===== src/rtl/step_pkg.sv =====
// ---------------------------------------------------------------------------
// step_pkg
//   Shared types and helpers for the step accumulator.
//   - state_t     : acceleration FSM states (IDLE, SLOW, FAST)
//   - dir_t       : latched step direction
//   - digit_count : number of decimal digits needed to show a value
// ---------------------------------------------------------------------------
package step_pkg;

   typedef enum logic [1:0] {
      IDLE = 2'd0,
      SLOW = 2'd1,
      FAST = 2'd2
   } state_t;

   typedef enum logic {
      DIR_DOWN = 1'b0,
      DIR_UP   = 1'b1
   } dir_t;

   // Decimal digit count of a non-negative value (at least one digit).
   // The loop bound covers every 32-bit value.
   function automatic int digit_count(input int value);
      int n;
      int v;
      n = 1;
      v = value;
      for (int i = 0; i < 10; i++) begin
         if (v >= 10) begin
            v = v / 10;
            n++;
         end
      end
      return n;
   endfunction

endpackage


===== src/rtl/bin_to_bcd.sv =====
// ---------------------------------------------------------------------------
// bin_to_bcd
//   Combinational double-dabble converter.
//   Ports:
//     bin : binary input, W bits
//     bcd : packed BCD output, Digits nibbles, least significant digit in [3:0]
// ---------------------------------------------------------------------------
module bin_to_bcd #(
   parameter int W      = 14,
   parameter int Digits = 4
) (
   input  logic [W-1:0]        bin,
   output logic [4*Digits-1:0] bcd
);

   logic [4*Digits-1:0] acc;

   // NOTE: acc is assigned on every path before it is read, so no latch is
   // inferred even though it is updated repeatedly inside the loop.
   always_comb begin
      acc = '0;
      for (int i = W - 1; i >= 0; i--) begin
         // Any digit of 5 or more would overflow when doubled; pre-add 3.
         for (int d = 0; d < Digits; d++) begin
            if (acc[4*d +: 4] >= 4'd5) begin
               acc[4*d +: 4] = acc[4*d +: 4] + 4'd3;
            end
         end
         acc = {acc[4*Digits-2:0], bin[i]};
      end
   end

   assign bcd = acc;

endmodule


===== src/rtl/step_accumulator.sv =====
// ---------------------------------------------------------------------------
// step_accumulator
//   Up/down value accumulator driven by single-cycle step strobes, with
//   acceleration: after FastThreshold same-direction pulses the step size
//   grows to FastStep. A quiet gap of GapCycles clocks drops back to idle.
//   The value either saturates or wraps at the range ends.
//   Ports:
//     Clock    : single clock, rising edge
//     nReset   : asynchronous active-low reset
//     iUp      : up step strobe (one cycle)
//     iDown    : down step strobe (one cycle)
//     oValue   : current value, binary, registered
//     oBcd     : oValue in BCD (combinational from the oValue register)
//     oChanged : one-cycle flag, oValue took a new value this cycle
//     oAtMin   : oValue == MinValue
//     oAtMax   : oValue == MaxValue
// ---------------------------------------------------------------------------
module step_accumulator
   import step_pkg::*;
#(
   parameter int ClockPeriod_ns  = 20,
   parameter int GapTimeout_ns   = 400_000_000,
   parameter int MinValue        = 0,
   parameter int MaxValue        = 9999,
   parameter int Wrap            = 0,
   parameter int FastThreshold   = 8,
   parameter int FastStep        = 10,
   localparam int W              = $clog2(MaxValue + 1),
   localparam int Digits         = digit_count(MaxValue)
) (
   input  logic                  Clock,
   input  logic                  nReset,
   input  logic                  iUp,
   input  logic                  iDown,
   output logic [W-1:0]          oValue,
   output logic [4*Digits-1:0]   oBcd,
   output logic                  oChanged,
   output logic                  oAtMin,
   output logic                  oAtMax
);

   localparam int GapCycles = GapTimeout_ns / ClockPeriod_ns;
   // The gap counter only needs to reach GapCycles-1 before it fires.
   localparam int GW        = (GapCycles > 1) ? $clog2(GapCycles) : 1;
   localparam int RW        = $clog2(FastThreshold + 1);

   localparam logic [GW-1:0] GAP_LAST  = GW'(GapCycles - 1);
   localparam logic [RW-1:0] RUN_ONE   = RW'(1);
   localparam logic [RW-1:0] RUN_FAST  = RW'(FastThreshold);
   localparam logic [W:0]    MIN_X     = (W + 1)'(MinValue);
   localparam logic [W:0]    MAX_X     = (W + 1)'(MaxValue);
   localparam logic [W:0]    STEP_ONE  = (W + 1)'(1);
   localparam logic [W:0]    STEP_FAST = (W + 1)'(FastStep);

   state_t          state, state_next;
   dir_t            dir, dir_next;
   logic [RW-1:0]   run, run_next;
   logic [GW-1:0]   gap, gap_next;

   logic            pulse;
   dir_t            pulse_dir;
   logic [W:0]      step;
   logic [W:0]      v_ext;
   logic [W:0]      bound;
   logic [W:0]      result;
   logic [W-1:0]    value_next;
   logic            changed_next;

   // Both strobes high at once is not a pulse.
   assign pulse     = iUp ^ iDown;
   assign pulse_dir = iUp ? DIR_UP : DIR_DOWN;

   // -------------------------------------------------------------------
   // FSM state register
   // -------------------------------------------------------------------
   // NOTE: sequential state uses non-blocking assignments so every register
   // samples the pre-edge values of the others.
   always_ff @(posedge Clock or negedge nReset) begin
      if (!nReset) begin
         state <= IDLE;
         dir   <= DIR_UP;
         run   <= '0;
         gap   <= '0;
      end else begin
         state <= state_next;
         dir   <= dir_next;
         run   <= run_next;
         gap   <= gap_next;
      end
   end

   // -------------------------------------------------------------------
   // FSM next-state logic
   // -------------------------------------------------------------------
   always_comb begin
      state_next = state;
      dir_next   = dir;
      run_next   = run;
      gap_next   = gap;
      case (state)
         IDLE: begin
            if (pulse) begin
               state_next = SLOW;
               dir_next   = pulse_dir;
               run_next   = RUN_ONE;
               gap_next   = '0;
            end
         end
         SLOW, FAST: begin
            if (pulse) begin
               gap_next = '0;
               if (pulse_dir == dir) begin
                  // Run count saturates at the threshold once in FAST.
                  if (run < RUN_FAST) begin
                     run_next = run + RUN_ONE;
                  end
                  // The new run count reaches the threshold.
                  if (run >= RUN_FAST - RUN_ONE) begin
                     state_next = FAST;
                  end
               end else begin
                  state_next = SLOW;
                  dir_next   = pulse_dir;
                  run_next   = RUN_ONE;
               end
            end else if (gap == GAP_LAST) begin
               state_next = IDLE;
               run_next   = '0;
               gap_next   = '0;
            end else begin
               gap_next = gap + GW'(1);
            end
         end
         default: begin
            state_next = IDLE;
            run_next   = '0;
            gap_next   = '0;
         end
      endcase
   end

   // -------------------------------------------------------------------
   // FSM outputs: step size and the range-limited next value
   // -------------------------------------------------------------------
   always_comb begin
      // Only a same-direction pulse in FAST gets the large step; a reversal
      // restarts at a step of one.
      step   = (state == FAST && pulse_dir == dir) ? STEP_FAST : STEP_ONE;
      v_ext  = {1'b0, oValue};
      bound  = '0;
      result = v_ext;
      if (pulse_dir == DIR_UP) begin
         bound = v_ext + step;
         if (bound > MAX_X) begin
            result = (Wrap != 0) ? MIN_X + (bound - MAX_X - STEP_ONE) : MAX_X;
         end else begin
            result = bound;
         end
      end else begin
         // Compare against MIN+step instead of subtracting, so the
         // difference is never negative.
         bound = MIN_X + step;
         if (v_ext < bound) begin
            result = (Wrap != 0) ? MAX_X - (bound - v_ext - STEP_ONE) : MIN_X;
         end else begin
            result = v_ext - step;
         end
      end
      value_next   = pulse ? result[W-1:0] : oValue;
      changed_next = pulse && (result != v_ext);
   end

   // -------------------------------------------------------------------
   // Value and flag registers
   // -------------------------------------------------------------------
   always_ff @(posedge Clock or negedge nReset) begin
      if (!nReset) begin
         oValue   <= W'(MinValue);
         oChanged <= 1'b0;
         oAtMin   <= 1'b1;
         oAtMax   <= 1'b0;
      end else begin
         oValue   <= value_next;
         oChanged <= changed_next;
         oAtMin   <= (value_next == W'(MinValue));
         oAtMax   <= (value_next == W'(MaxValue));
      end
   end

   bin_to_bcd #(
      .W      (W),
      .Digits (Digits)
   ) u_bin_to_bcd (
      .bin (oValue),
      .bcd (oBcd)
   );

endmodule


===== config.mk =====
export PLATFORM = sky130hd
export DESIGN_NAME = step_accumulator
export DESIGN_NICKNAME = d
export VERILOG_FILES = /design/src/rtl/step_pkg.sv /design/src/rtl/bin_to_bcd.sv /design/src/rtl/step_accumulator.sv
export SDC_FILE = /design/constraint.sdc
export NUM_CORES = 1
export LEC_CHECK = 0
export ABC_AREA = 1
export BUFFER_PORTS_ARGS = -buffer_cell sky130_fd_sc_hd__buf_2
export CAP_MARGIN = 20
export CORE_ASPECT_RATIO = 2
export CORE_MARGIN = 2
export CORE_UTILIZATION = 30
export DETAILED_ROUTE_END_ITERATION = 6
export SLEW_MARGIN = 10
export SYNTH_ARGS = -nofsm -noshare
export SYNTH_HDL_FRONTEND = slang
export SYNTH_SLANG_ARGS = --single-unit

===== constraint.sdc =====
create_clock -name Clock -period 9.65 [get_ports Clock]
set_input_delay 0.965 -clock Clock [delete_from_list [all_inputs] [get_ports Clock]]
set_output_delay 0.965 -clock Clock [all_outputs]
set_load 0.01 [all_outputs]

; Word level (Yosys, flattened, before mapping)
; Cells that the tools add are included.
[totals]
register_bits = 49
wordCells = 142
[classes]
n_addsub = 30
order_cmp = 30
n_eq_ne = 12
n_mux = 52
n_bitwise = 1
n_reduce_logical = 9
[op_table]
columns = operator, n
row1 = $mux W4, 30
row2 = $ge A4 B3 Y1 const B, 23
row3 = $add A4 B2 Y4 const B, 21
row4 = $mux W25, 3
row5 = $pmux W25 S2, 1
row6 = $mux W15, 3
row7 = $add A25 B1 Y25 const B, 1
row8 = $eq A25 B25 Y1 const B, 1
row9 = $add A14 B4 Y15, 1
row10 = $gt A15 B14 Y1 const B, 1
row11 = $ne A15 B14 Y1, 1
row12 = $sub A14 B4 Y15, 1
row13 = $eq A14 B14 Y1 const B, 1
row14 = $logic_not A14 Y1, 1
row15 = $lt A14 B4 Y1, 1
row16 = $mux W14, 1
row17 = $add A3 B2 Y4 const B, 3
row18 = $ge A3 B3 Y1 const B, 4
row19 = $mux W2, 5
row20 = $ne A4 B4 Y1 const B, 2
row21 = $pmux W4 S2, 1
row22 = $add A3 B2 Y3 const B, 2
row23 = $mux W3, 2
row24 = $ne A2 B2 Y1 const B, 3
row25 = 16 further kinds, 21

; Logic depth before layout (Yosys ltp)
[logic_depth]
ltp_word = 22
mapped_depth = 64

; By module
; From an unflattened synthesis, not the netlist that was laid out.
[hier_totals]
cells_unflattened = 1050
hier_area_um2 = 6562.5
[by_module_without_submodules]
columns = module, n_inst, cells_per_inst, area_per_inst_um2, seq_area_each_um2
row1 = step_accumulator, 1, 563, 3931.3, 1228.7
row2 = bin_to_bcd, 1, 487, 2631.3, 0.0

; Worst setup path after synthesis
; No wires, ideal clock.
[synth_path]
path_kind = register to output
startpoint = register oValue[12]
endpoint = output oBcd[13]
t_arrival_ns = 7.110
required_time_ns = 8.685
setup_slack_ns = 1.575
stages_incl_launch_ff = 58
path_cell_list = dfrtp_1 > buf_6 > inv_1 > ha_1 > nand2_4 > nand3_1 > nand2_1 > ha_1 > inv_1 > or2_2 > nand3_2 > nand2_1 > nand2_1 > nand2_2 > ha_1 > or2_2 > nand3_2 > nand2_4 > [22 not listed] > xor2_2 > inv_1 > ha_1 > nand3_1 > nand2_1 > inv_1 > nand2_1 > nand2_1 > nand2_2 > nand2_1 > o21ai_1 > o22ai_1 > inv_2 > ha_1 > or2_2 > nand2_1 > nand2_1 > xor2_1
[synth_via]
elab_chain_len = 22
word_cells_on_any_way = 60
cone_classes = add/sub: 20 / order compare: 20 / mux: 20
[synth_rtl]
columns = item, line_no
row1 = from (decl), step_accumulator.sv:35  ; output logic [W-1:0] oValue,
row2 = from (signal assigned), step_accumulator.sv:178  ; oValue <= W'(MinValue);
row3 = from (signal assigned), step_accumulator.sv:183  ; oValue <= value_next;
row4 = $add A3 B2 Y4 / $ge A3 B3 Y1 (equally long branches), "bin_to_bcd.sv:26, bin_to_bcd.sv:25"
row5 = $mux W4 *, bin_to_bcd.sv:25  ; if (acc[4*d +: 4] >= 4'd5) begin
row6 = $add A4 B2 Y4 / $ge A4 B3 Y1 (equally long branches), "bin_to_bcd.sv:26, bin_to_bcd.sv:25"
row7 = $mux W4, bin_to_bcd.sv:25
row8 = $ge A4 B3 Y1 / $add A4 B2 Y4 (equally long branches), "bin_to_bcd.sv:25, bin_to_bcd.sv:26"
row9 = $mux W4, bin_to_bcd.sv:25
row10 = $add A4 B2 Y4 (tied with other cells), bin_to_bcd.sv:26  ; acc[4*d +: 4] = acc[4*d +: 4] + 4'd3;
row11 = $mux W4, bin_to_bcd.sv:25
row12 = [6 not listed], -
row13 = $add A4 B2 Y4 / $ge A4 B3 Y1 (equally long branches), "bin_to_bcd.sv:26, bin_to_bcd.sv:25"
row14 = $mux W4, bin_to_bcd.sv:25
row15 = $add A4 B2 Y4 / $ge A4 B3 Y1 (equally long branches), "bin_to_bcd.sv:26, bin_to_bcd.sv:25"
row16 = $mux W4, bin_to_bcd.sv:25
row17 = $add A4 B2 Y4 (tied with other cells), bin_to_bcd.sv:26
row18 = $mux W4 / $mux W3 (equally long branches), bin_to_bcd.sv:25
row19 = $ge A4 B3 Y1 / $add A3 B2 Y3 (equally long branches), "bin_to_bcd.sv:25, bin_to_bcd.sv:26"
row20 = $mux W3 *, bin_to_bcd.sv:25
row21 = to (decl), step_accumulator.sv:36  ; output logic [4*Digits-1:0] oBcd,
; Mark *: on every way between the ends. The rest lies on a longest branch, timed or not.

; Worst setup path in the final report
[layout_path]
startpoint = register oValue[11]
endpoint = output oBcd[13]
[layout_via]
elab_chain_len = 22
word_cells_on_any_way = 60
cone_classes = add/sub: 20 / order compare: 20 / mux: 20
[layout_rtl]
columns = item, line_no
row1 = $add A3 B2 Y4 / $ge A3 B3 Y1 (equally long branches), "bin_to_bcd.sv:26, bin_to_bcd.sv:25"
row2 = $mux W4 *, bin_to_bcd.sv:25
row3 = $add A4 B2 Y4 / $ge A4 B3 Y1 (equally long branches), "bin_to_bcd.sv:26, bin_to_bcd.sv:25"
row4 = $mux W4, bin_to_bcd.sv:25
row5 = $add A4 B2 Y4 / $ge A4 B3 Y1 (equally long branches), "bin_to_bcd.sv:26, bin_to_bcd.sv:25"
row6 = $mux W4, bin_to_bcd.sv:25
row7 = $add A4 B2 Y4 (tied with other cells), bin_to_bcd.sv:26
row8 = $mux W4, bin_to_bcd.sv:25
row9 = [6 not listed], -
row10 = $add A4 B2 Y4 / $ge A4 B3 Y1 (equally long branches), "bin_to_bcd.sv:26, bin_to_bcd.sv:25"
row11 = $mux W4, bin_to_bcd.sv:25
row12 = $add A4 B2 Y4 / $ge A4 B3 Y1 (equally long branches), "bin_to_bcd.sv:26, bin_to_bcd.sv:25"
row13 = $mux W4, bin_to_bcd.sv:25
row14 = $add A4 B2 Y4 (tied with other cells), bin_to_bcd.sv:26
row15 = $mux W4 / $mux W3 (equally long branches), bin_to_bcd.sv:25
row16 = $ge A4 B3 Y1 / $add A3 B2 Y3 (equally long branches), "bin_to_bcd.sv:25, bin_to_bcd.sv:26"
row17 = $mux W3 *, bin_to_bcd.sv:25
; Marked as above.

==> metrics.txt <==
worst-margin pin slew 0.625 ns; max layer used met4; Seq/Total Area, Yosys 0.206; Total Routed Length between 15 and 20 mm; hold crit path type reg2reg; antenna violations before repair 0; hold buffers post-CTS 0; Tmin final 8.79 ns; number of global-route vias before repair between 6000 and 7000; WL met2 8.76 mm; clk_lat worst skew 0.29 ns; R2R depth 23; crit end category primary output; All-Layer GR Usage 0.148; RSZ-0062 raised after global routing no; port bufs 36; Clk pin slew, worst setup/hold paths 0.07 ns; core area roughly 20000 um2; Longest Clk Path Bufs 2; final period utilization 0.911; most frequent cells in the layout nand2_1, inv_1, nand3_1; Yosys cell types 53; Iter 0 DRT Violations 258; DR WL met3 343 um; cell area after synthesis slightly below 6000 um2; CP Data Required Time 8.69 ns; vias per cell 4.88; Synth async-reset ratio 1.00; CTS tree built; Critical Path Fanout Max 7; FF+latch count, synth 49; total number of vias 6005; Crit path arrival time 7.83 ns; number of CTS-inserted buffers 5; Synth Instances 936; Syn Area/Cell 6.38 um2; Layout area overhead 10.3%; Setup CP Type reg2out; Worst path slowest cell dfrtp_2; TritonRoute pass-1 iters 5; Slew HR 0.583; Row Count 73; Slew Limit Fails 0; H-tree levels 2; Met1 Routed Length 5.35 mm; diode count 0; Starting Density 0.303; Crit path top cell by count nand2_1; first-pass GRT wire length 26.5 mm; DIE WIDTH 104 um; most common cell after layout, fill and taps aside nand2_1; max cap viols 0; layout cells sized above 1 0.151; Final Skew 0.00514 ns; Post-route DRC 0; number of synthesized flops with an enable pin 0; Antenna Nets Post-Route 0; CTS root buf clkbuf_16; Fillers 2243; gpl congestion 0.887; yosys warns 0; Mapped Nets 977; slowest stage delay, CP 0.47 ns; largest net degree at the start of global routing 50; GRT overflow 0; status complete, no violations; # setup viols final 0; CTS Sinks 49; Final nets 1009; Startpoint Class register; DR WL/cell 12.4 um; Peak Freq 114 MHz; Die ar. 21100 um2; worst hold stages 1; Die Ht 203 um; I/O Pins 37; Hold Vio Cnt, Final 0; post-DP HPWL 12.6 mm; Setup TNS 0 ns; Synth Flop Type dfrtp_1
worst paths after layout:
path,end,slack (ns),start
worst max-delay path,oBcd[13],0.86,oValue[11]$_DFF_PN0_
worst min-delay path,gap[14]$_DFFE_PN0N_,0.50,gap[13]$_DFFE_PN0N_
worst max register to register,oChanged$_DFF_PN0_,4.88,dir$_DFFE_PN1P_
worst min register to register,gap[14]$_DFFE_PN0N_,0.50,gap[13]$_DFFE_PN0N_
max in group asynchronous,oValue[12]$_DFF_PN0_,8.42,nReset
min in group asynchronous,run[1]$_DFFE_PN0P_,0.77,nReset
state kept, by name, summed over array words and instances, names as in the netlist:
signal and count:
dir 1, gap 25, oAtMax 1, oAtMin 1, oChanged 1, oValue 14
run 4, state 2
stage by stage:
stage	instance area [um2]	instances	hold WS, ns	utilization	setup slack [ns]
after floorplan	5970	936	0.456	-	1.58
after global placement	6410	1221	0.490	0.325	1.14
after detailed placement	6410	1221	0.491	0.325	0.891
after CTS	6550	1229	0.501	0.332	0.550
after global routing	6580	1231	0.517	0.334	0.0277
final	6580	1231	0.501	0.334	0.858
layer usage:
metal / up-vias / GRT usage
li1: 3123 / -
met3: 43 / 0.0141
met2: 91 / 0.319
met5: - / 0
met4: 0 / 0.0729
met1: 2748 / 0.130
area by class of cell:
type | instances | area, um2 | share of cell area
clock buffers | 6 | 129 | 0.0196
multi-input cells | 720 | 4090 | 0.621
clock inverters | 2 | 15.0 | 0.00228
repair buffers | 42 | 225 | 0.0342
flip-flops and latches | 49 | 1230 | 0.187
well taps | 262 | 328 | 0.0498
inverters | 150 | 563 | 0.0855
logic make-up after synthesis:
| logic type | after synthesis | share of synthesized area |
|---|---|---|
| AO/OA/AOI/OAI | 125 | 0.126 |
| XOR/XNOR | 38 | 0.0583 |
| buffers and inverters | 167 | 0.111 |
| AND/OR/NAND/NOR | 520 | 0.419 |
| adder cells (fa/ha/maj) | 37 | 0.0801 |
| flip-flops | 49 | 0.206 |
Yosys cell counts, types with 4 or more instances:
library cell / number / area share
o21ai_1: 8 / 0.0067
nor4_1: 15 / 0.016
nand2_4: 15 / 0.028
xor2_1: 31 / 0.045
nor2_1: 61 / 0.038
nand2_2: 36 / 0.038
nand2_1: 243 / 0.15
clkinv_1: 4 / 0.0025
o21ai_0: 44 / 0.037
inv_2: 5 / 0.0031
dfrtp_1: 47 / 0.20
o31ai_1: 5 / 0.0063
clkbuf_1: 9 / 0.0057
nand3_2: 15 / 0.025
nor3_1: 15 / 0.013
xnor2_1: 5 / 0.0073
ha_1: 35 / 0.073
or2_2: 4 / 0.0042
nand4_1: 27 / 0.028
o21ai_2: 5 / 0.0073
a21oi_1: 35 / 0.029
nand3_1: 84 / 0.070
inv_1: 141 / 0.089
worst max-delay path, delay by kind of cell (launching register included):
family / cells / cell delay [ns]
AO/OA/AOI/OAI: 3 / 0.34
XOR/XNOR: 2 / 0.33
adder cells (fa/ha/maj): 9 / 1.73
buffers and inverters: 8 / 0.58
flip-flops: 1 / 0.47
AND/OR/NAND/NOR: 34 / 4.05
what timing repair did:
action / in CTS / in global routing
gates resized for setup: 0 / 8
endpoints found under the hold margin: 0 / 0
setup endpoints to repair: 0 / 10
buffers inserted: 0 / 2
Power is not shown: default switching activity piles up to over one toggle a cycle in this logic, so the estimate is an artifact.
